--- src/rtl/sprite_pkg.sv ---
// Shared widths, types and width helpers for the sprite layer engine.
package sprite_pkg;

  localparam int unsigned RGB_W   = 12;
  localparam int unsigned COORD_W = 10;
  localparam logic [RGB_W-1:0] KEY_COLOR_DEF = 12'hFFF;

  typedef struct packed {
    logic [COORD_W-1:0] x;
    logic [COORD_W-1:0] y;
    logic               vis;
    logic               anim;
  } sprite_state_t;

  function automatic int unsigned sel_w(input int unsigned n);
    return (n <= 2) ? 1 : $clog2(n);
  endfunction

  function automatic int unsigned addr_w(input int unsigned frames, input int unsigned w,
                                         input int unsigned h);
    return $clog2(frames) + $clog2(h) + $clog2(w);
  endfunction

endpackage

--- src/rtl/sprite_layer_engine_if.sv ---
// Shadow-register write port between game logic and the sprite layer engine.
interface sprite_layer_engine_if
  import sprite_pkg::*;
#(
  parameter int unsigned SEL_W = 2
);
  logic               wr_en;
  logic [SEL_W-1:0]   wr_sel;
  logic [COORD_W-1:0] wr_x;
  logic [COORD_W-1:0] wr_y;
  logic               wr_vis;
  logic               wr_anim;

  modport master (output wr_en, wr_sel, wr_x, wr_y, wr_vis, wr_anim);
  modport slave  (input  wr_en, wr_sel, wr_x, wr_y, wr_vis, wr_anim);
endinterface

--- src/rtl/sprite_layer_engine_channel.sv ---
// One sprite channel: shadow/active state, frame counter, hit test and ROM address.
module sprite_channel
  import sprite_pkg::*;
#(
  parameter int unsigned W      = 32,
  parameter int unsigned H      = 32,
  parameter int unsigned FRAMES = 4,
  parameter int unsigned AW     = addr_w(FRAMES, W, H)
) (
  input  logic               clk,
  input  logic               rst,
  input  logic               wr_en_i,
  input  sprite_state_t      wr_state_i,
  input  logic               commit_i,
  input  logic               anim_step_i,
  input  logic               bright_i,
  input  logic [COORD_W-1:0] hcount_i,
  input  logic [COORD_W-1:0] vcount_i,
  output logic               in_o,
  output logic [AW-1:0]      rom_addr_o
);

  localparam int unsigned COL_W   = $clog2(W);
  localparam int unsigned ROW_W   = $clog2(H);
  localparam int unsigned FRAME_W = $clog2(FRAMES);
  localparam int unsigned CMP_W   = COORD_W + 1;

  sprite_state_t shadow_q, shadow_d;
  sprite_state_t active_q, active_d;

  // Commit copies the pre-write shadow, so a same-cycle write waits a frame.
  always_comb begin
    shadow_d = shadow_q;
    active_d = active_q;
    if (commit_i) active_d = shadow_q;
    if (wr_en_i)  shadow_d = wr_state_i;
  end

  always_ff @(posedge clk) begin
    if (rst) begin
      shadow_q <= '0;
      active_q <= '0;
    end else begin
      shadow_q <= shadow_d;
      active_q <= active_d;
    end
  end

  // One extra bit so a box hanging past column 1023 clips instead of wrapping.
  logic [CMP_W-1:0] h_ext, v_ext, x_ext, y_ext;
  assign h_ext = CMP_W'(hcount_i);
  assign v_ext = CMP_W'(vcount_i);
  assign x_ext = CMP_W'(active_q.x);
  assign y_ext = CMP_W'(active_q.y);

  assign in_o = active_q.vis && bright_i &&
                (h_ext >= x_ext) && (h_ext < x_ext + CMP_W'(W)) &&
                (v_ext >= y_ext) && (v_ext < y_ext + CMP_W'(H));

  logic [COL_W-1:0] col;
  logic [ROW_W-1:0] row;
  assign col = COL_W'(hcount_i - active_q.x);
  assign row = ROW_W'(vcount_i - active_q.y);

  generate
    if (FRAME_W > 0) begin : g_anim
      logic [FRAME_W-1:0] frame_q, frame_d;

      always_comb begin
        frame_d = frame_q;
        if (commit_i && anim_step_i && active_q.anim) frame_d = frame_q + FRAME_W'(1);
      end

      always_ff @(posedge clk) begin
        if (rst) frame_q <= '0;
        else     frame_q <= frame_d;
      end

      assign rom_addr_o = {frame_q, row, col};
    end else begin : g_static
      assign rom_addr_o = {row, col};
    end
  endgenerate

endmodule

--- src/rtl/sprite_layer_engine.sv ---
// Overlays NUM_SPRITES colour-keyed, animated sprites on the background pixel stream.
module sprite_layer_engine
  import sprite_pkg::*;
#(
  parameter int unsigned NUM_SPRITES = 4,
  parameter int unsigned W           = 32,
  parameter int unsigned H           = 32,
  parameter int unsigned FRAMES      = 4,
  parameter int unsigned ANIM_DIV    = 8,
  parameter logic [RGB_W-1:0] KEY_COLOR = KEY_COLOR_DEF,
  parameter int unsigned V_COMMIT    = 480,
  localparam int unsigned SEL_W      = sel_w(NUM_SPRITES),
  localparam int unsigned AW         = addr_w(FRAMES, W, H)
) (
  input  logic                          clk,
  input  logic                          rst,
  input  logic                          bright,
  input  logic [COORD_W-1:0]            hCount,
  input  logic [COORD_W-1:0]            vCount,
  input  logic [RGB_W-1:0]              background,
  sprite_layer_engine_if.slave          wr_if,
  output logic [NUM_SPRITES*AW-1:0]     rom_addr,
  input  logic [NUM_SPRITES*RGB_W-1:0]  rom_data,
  output logic [RGB_W-1:0]              rgb,
  output logic [SEL_W-1:0]              hit_id,
  output logic                          hit_valid,
  output logic                          collision
);

  localparam int unsigned DIV_W = (ANIM_DIV > 1) ? $clog2(ANIM_DIV) : 1;

  logic [COORD_W-1:0] vcount_q;
  logic [DIV_W-1:0]   div_q, div_d;
  logic               commit_c, anim_step_c;

  assign commit_c    = (vCount == COORD_W'(V_COMMIT)) && (vcount_q != COORD_W'(V_COMMIT));
  assign anim_step_c = (div_q == DIV_W'(ANIM_DIV - 1));

  always_comb begin
    div_d = div_q;
    if (commit_c) div_d = anim_step_c ? '0 : div_q + DIV_W'(1);
  end

  sprite_state_t          wr_state_c;
  logic [NUM_SPRITES-1:0] in_c;

  assign wr_state_c = '{x: wr_if.wr_x, y: wr_if.wr_y, vis: wr_if.wr_vis, anim: wr_if.wr_anim};

  for (genvar g = 0; g < NUM_SPRITES; g++) begin : g_ch
    sprite_channel #(
      .W      (W),
      .H      (H),
      .FRAMES (FRAMES),
      .AW     (AW)
    ) u_ch (
      .clk         (clk),
      .rst         (rst),
      .wr_en_i     (wr_if.wr_en && (wr_if.wr_sel == SEL_W'(g))),
      .wr_state_i  (wr_state_c),
      .commit_i    (commit_c),
      .anim_step_i (anim_step_c),
      .bright_i    (bright),
      .hcount_i    (hCount),
      .vcount_i    (vCount),
      .in_o        (in_c[g]),
      .rom_addr_o  (rom_addr[g*AW +: AW])
    );
  end

  logic [NUM_SPRITES-1:0] in_q;
  logic                   bright_q;
  logic [RGB_W-1:0]       bg_q;

  // Stage 1 resolve: lowest opaque index wins; a second opaque hit flags overlap.
  logic             found_c, multi_c;
  logic [SEL_W-1:0] win_c;
  logic [RGB_W-1:0] pix_c;

  always_comb begin
    found_c = 1'b0;
    multi_c = 1'b0;
    win_c   = '0;
    pix_c   = '0;
    for (int s = 0; s < NUM_SPRITES; s++) begin
      if (in_q[s] && (rom_data[s*RGB_W +: RGB_W] != KEY_COLOR)) begin
        if (found_c) begin
          multi_c = 1'b1;
        end else begin
          found_c = 1'b1;
          win_c   = SEL_W'(s);
          pix_c   = rom_data[s*RGB_W +: RGB_W];
        end
      end
    end
  end

  logic [RGB_W-1:0] rgb_q, rgb_d;
  logic [SEL_W-1:0] hit_id_q, hit_id_d;
  logic             hit_valid_q, hit_valid_d;
  logic             coll_q, coll_d, acc_q, acc_d;

  always_comb begin
    rgb_d       = bright_q ? (found_c ? pix_c : bg_q) : '0;
    hit_valid_d = found_c;
    hit_id_d    = win_c;
    coll_d      = coll_q;
    acc_d       = acc_q | multi_c;
    if (commit_c) begin
      coll_d = acc_q;
      acc_d  = multi_c;
    end
  end

  always_ff @(posedge clk) begin
    if (rst) begin
      vcount_q    <= '0;
      div_q       <= '0;
      in_q        <= '0;
      bright_q    <= 1'b0;
      bg_q        <= '0;
      rgb_q       <= '0;
      hit_id_q    <= '0;
      hit_valid_q <= 1'b0;
      coll_q      <= 1'b0;
      acc_q       <= 1'b0;
    end else begin
      vcount_q    <= vCount;
      div_q       <= div_d;
      in_q        <= in_c;
      bright_q    <= bright;
      bg_q        <= background;
      rgb_q       <= rgb_d;
      hit_id_q    <= hit_id_d;
      hit_valid_q <= hit_valid_d;
      coll_q      <= coll_d;
      acc_q       <= acc_d;
    end
  end

  assign rgb       = rgb_q;
  assign hit_id    = hit_id_q;
  assign hit_valid = hit_valid_q;
  assign collision = coll_q;

endmodule

--- src/flat_wrapper.sv ---
// flat-port wrapper written by rule: the top's interface ports become plain ports
module sprite_layer_engine_flat import sprite_pkg::*;
#(
  parameter int unsigned NUM_SPRITES = 4,
  parameter int unsigned W           = 32,
  parameter int unsigned H           = 32,
  parameter int unsigned FRAMES      = 4,
  parameter int unsigned ANIM_DIV    = 8,
  parameter logic [RGB_W-1:0] KEY_COLOR = KEY_COLOR_DEF,
  parameter int unsigned V_COMMIT    = 480,
  localparam int unsigned SEL_W      = sel_w(NUM_SPRITES),
  localparam int unsigned AW         = addr_w(FRAMES, W, H)
)
  (clk, rst, bright, hCount, vCount, background, rom_addr, rom_data, rgb, hit_id, hit_valid, collision, wr_if_wr_en, wr_if_wr_sel, wr_if_wr_x, wr_if_wr_y, wr_if_wr_vis, wr_if_wr_anim);
  sprite_layer_engine_if #(.SEL_W(2)) wr_if_i ();
  input  logic clk;
  input  logic rst;
  input  logic bright;
  input  logic [COORD_W-1:0] hCount;
  input  logic [COORD_W-1:0] vCount;
  input  logic [RGB_W-1:0] background;
  output logic [NUM_SPRITES*AW-1:0] rom_addr;
  input  logic [NUM_SPRITES*RGB_W-1:0] rom_data;
  output logic [RGB_W-1:0] rgb;
  output logic [SEL_W-1:0] hit_id;
  output logic hit_valid;
  output logic collision;
  input wire logic [$bits(wr_if_i.wr_en)-1:0] wr_if_wr_en;
  input wire logic [$bits(wr_if_i.wr_sel)-1:0] wr_if_wr_sel;
  input wire logic [$bits(wr_if_i.wr_x)-1:0] wr_if_wr_x;
  input wire logic [$bits(wr_if_i.wr_y)-1:0] wr_if_wr_y;
  input wire logic [$bits(wr_if_i.wr_vis)-1:0] wr_if_wr_vis;
  input wire logic [$bits(wr_if_i.wr_anim)-1:0] wr_if_wr_anim;
  assign wr_if_i.wr_en = wr_if_wr_en;
  assign wr_if_i.wr_sel = wr_if_wr_sel;
  assign wr_if_i.wr_x = wr_if_wr_x;
  assign wr_if_i.wr_y = wr_if_wr_y;
  assign wr_if_i.wr_vis = wr_if_wr_vis;
  assign wr_if_i.wr_anim = wr_if_wr_anim;
  sprite_layer_engine #(.NUM_SPRITES(NUM_SPRITES), .W(W), .H(H), .FRAMES(FRAMES), .ANIM_DIV(ANIM_DIV), .KEY_COLOR(KEY_COLOR), .V_COMMIT(V_COMMIT)) u_core (.clk(clk), .rst(rst), .bright(bright), .hCount(hCount), .vCount(vCount), .background(background), .wr_if(wr_if_i), .rom_addr(rom_addr), .rom_data(rom_data), .rgb(rgb), .hit_id(hit_id), .hit_valid(hit_valid), .collision(collision));
endmodule
--- config.mk ---
export PLATFORM = sky130hd
export DESIGN_NAME = sprite_layer_engine_flat
export DESIGN_NICKNAME = d
export VERILOG_FILES = /design/src/rtl/sprite_pkg.sv /design/src/rtl/sprite_layer_engine_if.sv /design/src/rtl/sprite_layer_engine_channel.sv /design/src/rtl/sprite_layer_engine.sv /design/src/flat_wrapper.sv
export SDC_FILE = /design/constraint.sdc
export NUM_CORES = 1
export LEC_CHECK = 0
export CORE_MARGIN = 4
export CORE_UTILIZATION = 60
export DETAILED_ROUTE_END_ITERATION = 8
export GPL_ROUTABILITY_DRIVEN = 0
export PLACE_DENSITY = 0.87
export SYNTH_ARGS = -nofsm -noshare
export SYNTH_HDL_FRONTEND = slang
export SYNTH_SLANG_ARGS = --single-unit
--- constraint.sdc ---
create_clock -name clk -period 3.7 [get_ports clk]
set_input_delay 0.37 -clock clk [delete_from_list [all_inputs] [get_ports clk]]
set_output_delay 0.37 -clock clk [all_outputs]
set_load 0.1 [all_outputs]
==> flow_metrics.py <==
metrics = {
    "run_status": {
        "status": "finished clean",
    },
    "sta": {
        "clock_skew_ns": 0.0231,
        "rsz0062_at_grt": "false",
        "fmax_mhz": 342,
        "setup_viol": 0,
        "tns_ns": 0,
        "slew_headroom_pct": 22.3,
        "final.period_utilization_pct": 79.1,
        "min_period_ns": 2.93,
        "tightest_slew_ns": 1.16,
        "hold_viol": 0,
        "drv_slew": 0,
    },
    "setup_path": {
        "path_class": "primary input to output port",
        "worst_setup_path_end_kind": "output port",
        "cp_slowest_stage_delay_ns": 0.49,
        "required_ns": 3.33,
        "cp_slowest_cell": "clkdlybuf4s50_1",
        "worst_setup_path_start_kind": "primary input",
        "crit_chain": "clkdlybuf4s50_1, inv_1, ha_1, fa_1, nor2b_1, o21a_1, nor2_1, xnor2_1, buf_12",
        "cp.depth": 9,
        "worst-path-max-fanout": 5,
        "cp.buffers_inverters": 3,
        "path_delay_family": "buffers and inverters",
        "rr_worst_depth": 9,
        "critPathArrivalTime_ns": 2.56,
    },
    "finish": {
        "area_delta_synth_final_pct": 21.8,
        "n_antenna_cell": 0,
        "design_area_um2": 14900,
        "drive_gt1_share_pct": 5.85,
        "n_fill_cell": 1465,
        "nets": 1919,
    },
    "synthesis": {
        "ys_seq_area_share_pct": 37.7,
        "synth_area_um2": 12300,
        "synth-edff-count": 0,
        "syn-mean-instance-area_um2": 7.99,
        "ys_ff_latch": 231,
        "ys_async_sr_fraction_pct": 0,
        "synth_top_flop_cell": "dfxtp_1",
        "yosysWarnings": 0,
        "synth_cell_types": 59,
        "synthesis.nets": 1780,
        "synthCells": 1534,
    },
    "drt": {
        "drt_wl_total_um": 34800,
        "wl_per_cell_um": 17.7,
        "avgViaCountPerCell": 5.83,
        "dr.pass1.iters": 5,
        "drt_iter0_drc": 994,
        "ant_nets": 0,
        "route.detailed.drc": 0,
        "vias": 11400,
    },
    "pwr": {
        "power_density_nw_per_um2": 399,
        "ir_drop_uv": 510,
        "total_leakage_power_uw": 0.00536,
    },
    "placed_design": {
        "placed_area_um2": 14100,
        "numPortBuffers": 171,
        "hpwlAfterDp_um": 24500,
    },
    "clock_tree": {
        "cts_made_buffers": 24,
        "clk_latency_ns": 0.53,
        "post-cts-setup-buffers": 0,
        "clkSinkCount": 231,
        "htreeDepth": 1,
        "clk_path_buf_depth": 3,
        "clk_pin_slew_ns": 0.06,
        "cts_resized": 0,
        "cts_tree": "built",
        "cts_root_buf": "clkbuf_16",
        "hold_buffers": 0,
    },
    "floorplanning": {
        "rows": 52,
        "die_h_um": 151,
        "initial_utilization_pct": 60.8,
        "die_w_um": 151,
        "ios": 172,
        "core-area_um2": 20200,
        "dieArea_um2": 22800,
    },
    "global_routing": {
        "overflow": 0,
        "grt_pass1_vias": 11000,
        "grt_usage_pct": 29.4,
        "grt_start_max_net_pins": 123,
        "grt.met3_usage_pct": 4.91,
        "top_usage_layer": "met2",
        "grt_use_met1_pct": 37.6,
        "grt_pass1_wl_um": 53700,
        "met2_usage_pct": 50.1,
        "antenna_found_initial": 0,
    },
    "hold_path": {
        "min_path_cells": 2,
        "hp-class": "primary input to flip-flop",
    },
    "run": {
        "drv_cap": 0,
    },
}
## layout make-up
class,count,area (um2),area share [%]
Sequential cell,231,4620,31.0
Clock buffer,31,657,4.40
Clock inverter,13,179,1.20
Timing Repair Buffer,182,1810,12.1
Tap cell,270,338,2.26
Inverter,104,390,2.62
Multi-Input combinational cell,1130,6930,46.4
## placed cells by master (no fill, tap or decap), drive strengths merged, types with 30 or more instances in the layout
cell type      synthesis  final
nand3                 31     31
clkbuf                45     31
nand2                378    378
a21oi                229    229
nor2                  42     42
nor2b                 45     45
o21ai                 44     44
dfxtp                231    231
ha                   130    130
clkdlybuf4s50          0    130
buf                   24     52
nand4                 30     30
inv                  104    105
xnor2                 38     38
## flip-flops by register name, summed over array words and instances, names as in the netlist
register	count
u_core.bg_q	12
u_core.g_ch.u_ch.active_q	88
u_core.collision	1
u_core.hit_valid	1
u_core.in_q	4
u_core.g_ch.u_ch.shadow_q	88
u_core.g_ch.u_ch.g_anim.frame_q	8
u_core.vcount_q	10
u_core.rgb	12
u_core.bright_q	1
u_core.acc_q	1
u_core.div_q	3
u_core.hit_id	2
## stage by stage
step	util, %	setup slack [ns]	instances	total power [uW]	hold slack [ns]
final	74.0	0.774	1961	5950	0.402
after global routing	74.0	0.639	1961	6140	0.409
after CTS	74.0	0.761	1961	5970	0.385
after detailed placement	69.9	0.843	1917	3490	0.439
after global placement	69.9	0.851	1917	3470	0.436
after floorplan	-	0.398	1534	3160	0.432
## cells by family after synthesis
| kind of cell | after synthesis | synth area share [%] |
|---|---|---|
| fa+ha+maj | 139 | 14.7 |
| xor+xnor | 51 | 3.64 |
| buf+inv | 173 | 5.88 |
| compound gates | 369 | 17.6 |
| flops | 231 | 37.7 |
| simple gates | 571 | 20.4 |
## power breakdown
part / switching [uW] / internal, uW / total, uW
registers: 21.4 / 2530 / 2560
logic: 583 / 311 / 895
clock network: 1020 / 1480 / 2510
total: 1630 / 4330 / 5950
## cell usage after synthesis, types with 3 or more instances
cell | count | area share [%]
buf_1 | 4 | 0.12
o21bai_1 | 3 | 0.18
a221o_1 | 12 | 0.98
a21oi_1 | 229 | 9.4
o211ai_1 | 5 | 0.31
nand3_1 | 31 | 1.3
dfxtp_1 | 231 | 38
nor4_1 | 4 | 0.20
nor3b_1 | 5 | 0.31
clkbuf_1 | 45 | 1.4
a211o_1 | 4 | 0.29
fa_1 | 8 | 1.3
nand2b_1 | 3 | 0.15
nand4_1 | 30 | 1.5
a21boi_0 | 3 | 0.18
nand2_1 | 378 | 12
nor2b_1 | 45 | 2.3
nor2_1 | 42 | 1.3
buf_2 | 12 | 0.49
o21a_1 | 11 | 0.67
inv_1 | 104 | 3.2
xnor2_1 | 38 | 2.7
a22oi_1 | 13 | 0.80
o21ai_0 | 44 | 1.8
ha_1 | 130 | 13
a31oi_1 | 4 | 0.20
or4_1 | 4 | 0.25
a21o_1 | 12 | 0.74
buf_6 | 7 | 0.64
xor2_1 | 13 | 0.93
o2111ai_1 | 8 | 0.57
and3_1 | 6 | 0.31
nor3_1 | 11 | 0.45
## path summary, 6_finish.rpt
path / start / slack (ns) / endpoint
worst max-delay path: vCount[0] / 0.77 / rom_addr[21]
worst max register to register: u_core.g_ch[1].u_ch.active_q[12]$_SDFFE_PP0P_ / 1.44 / u_core.in_q[1]$_SDFF_PP0_
worst min register to register: u_core.g_ch[1].u_ch.shadow_q[13]$_SDFFE_PP0P_ / 0.45 / u_core.g_ch[1].u_ch.active_q[13]$_SDFFE_PP0P_
worst min-delay path: rst / 0.40 / u_core.vcount_q[1]$_SDFF_PP0_
## routing by layer
layer	share of wire [%]	vias to the layer above
met5	0	-
met4	3.1	0
met3	9.1	88
met2	47	485
met1	40	5336
li1	-	5515
Power figures use the tool's default switching activity.
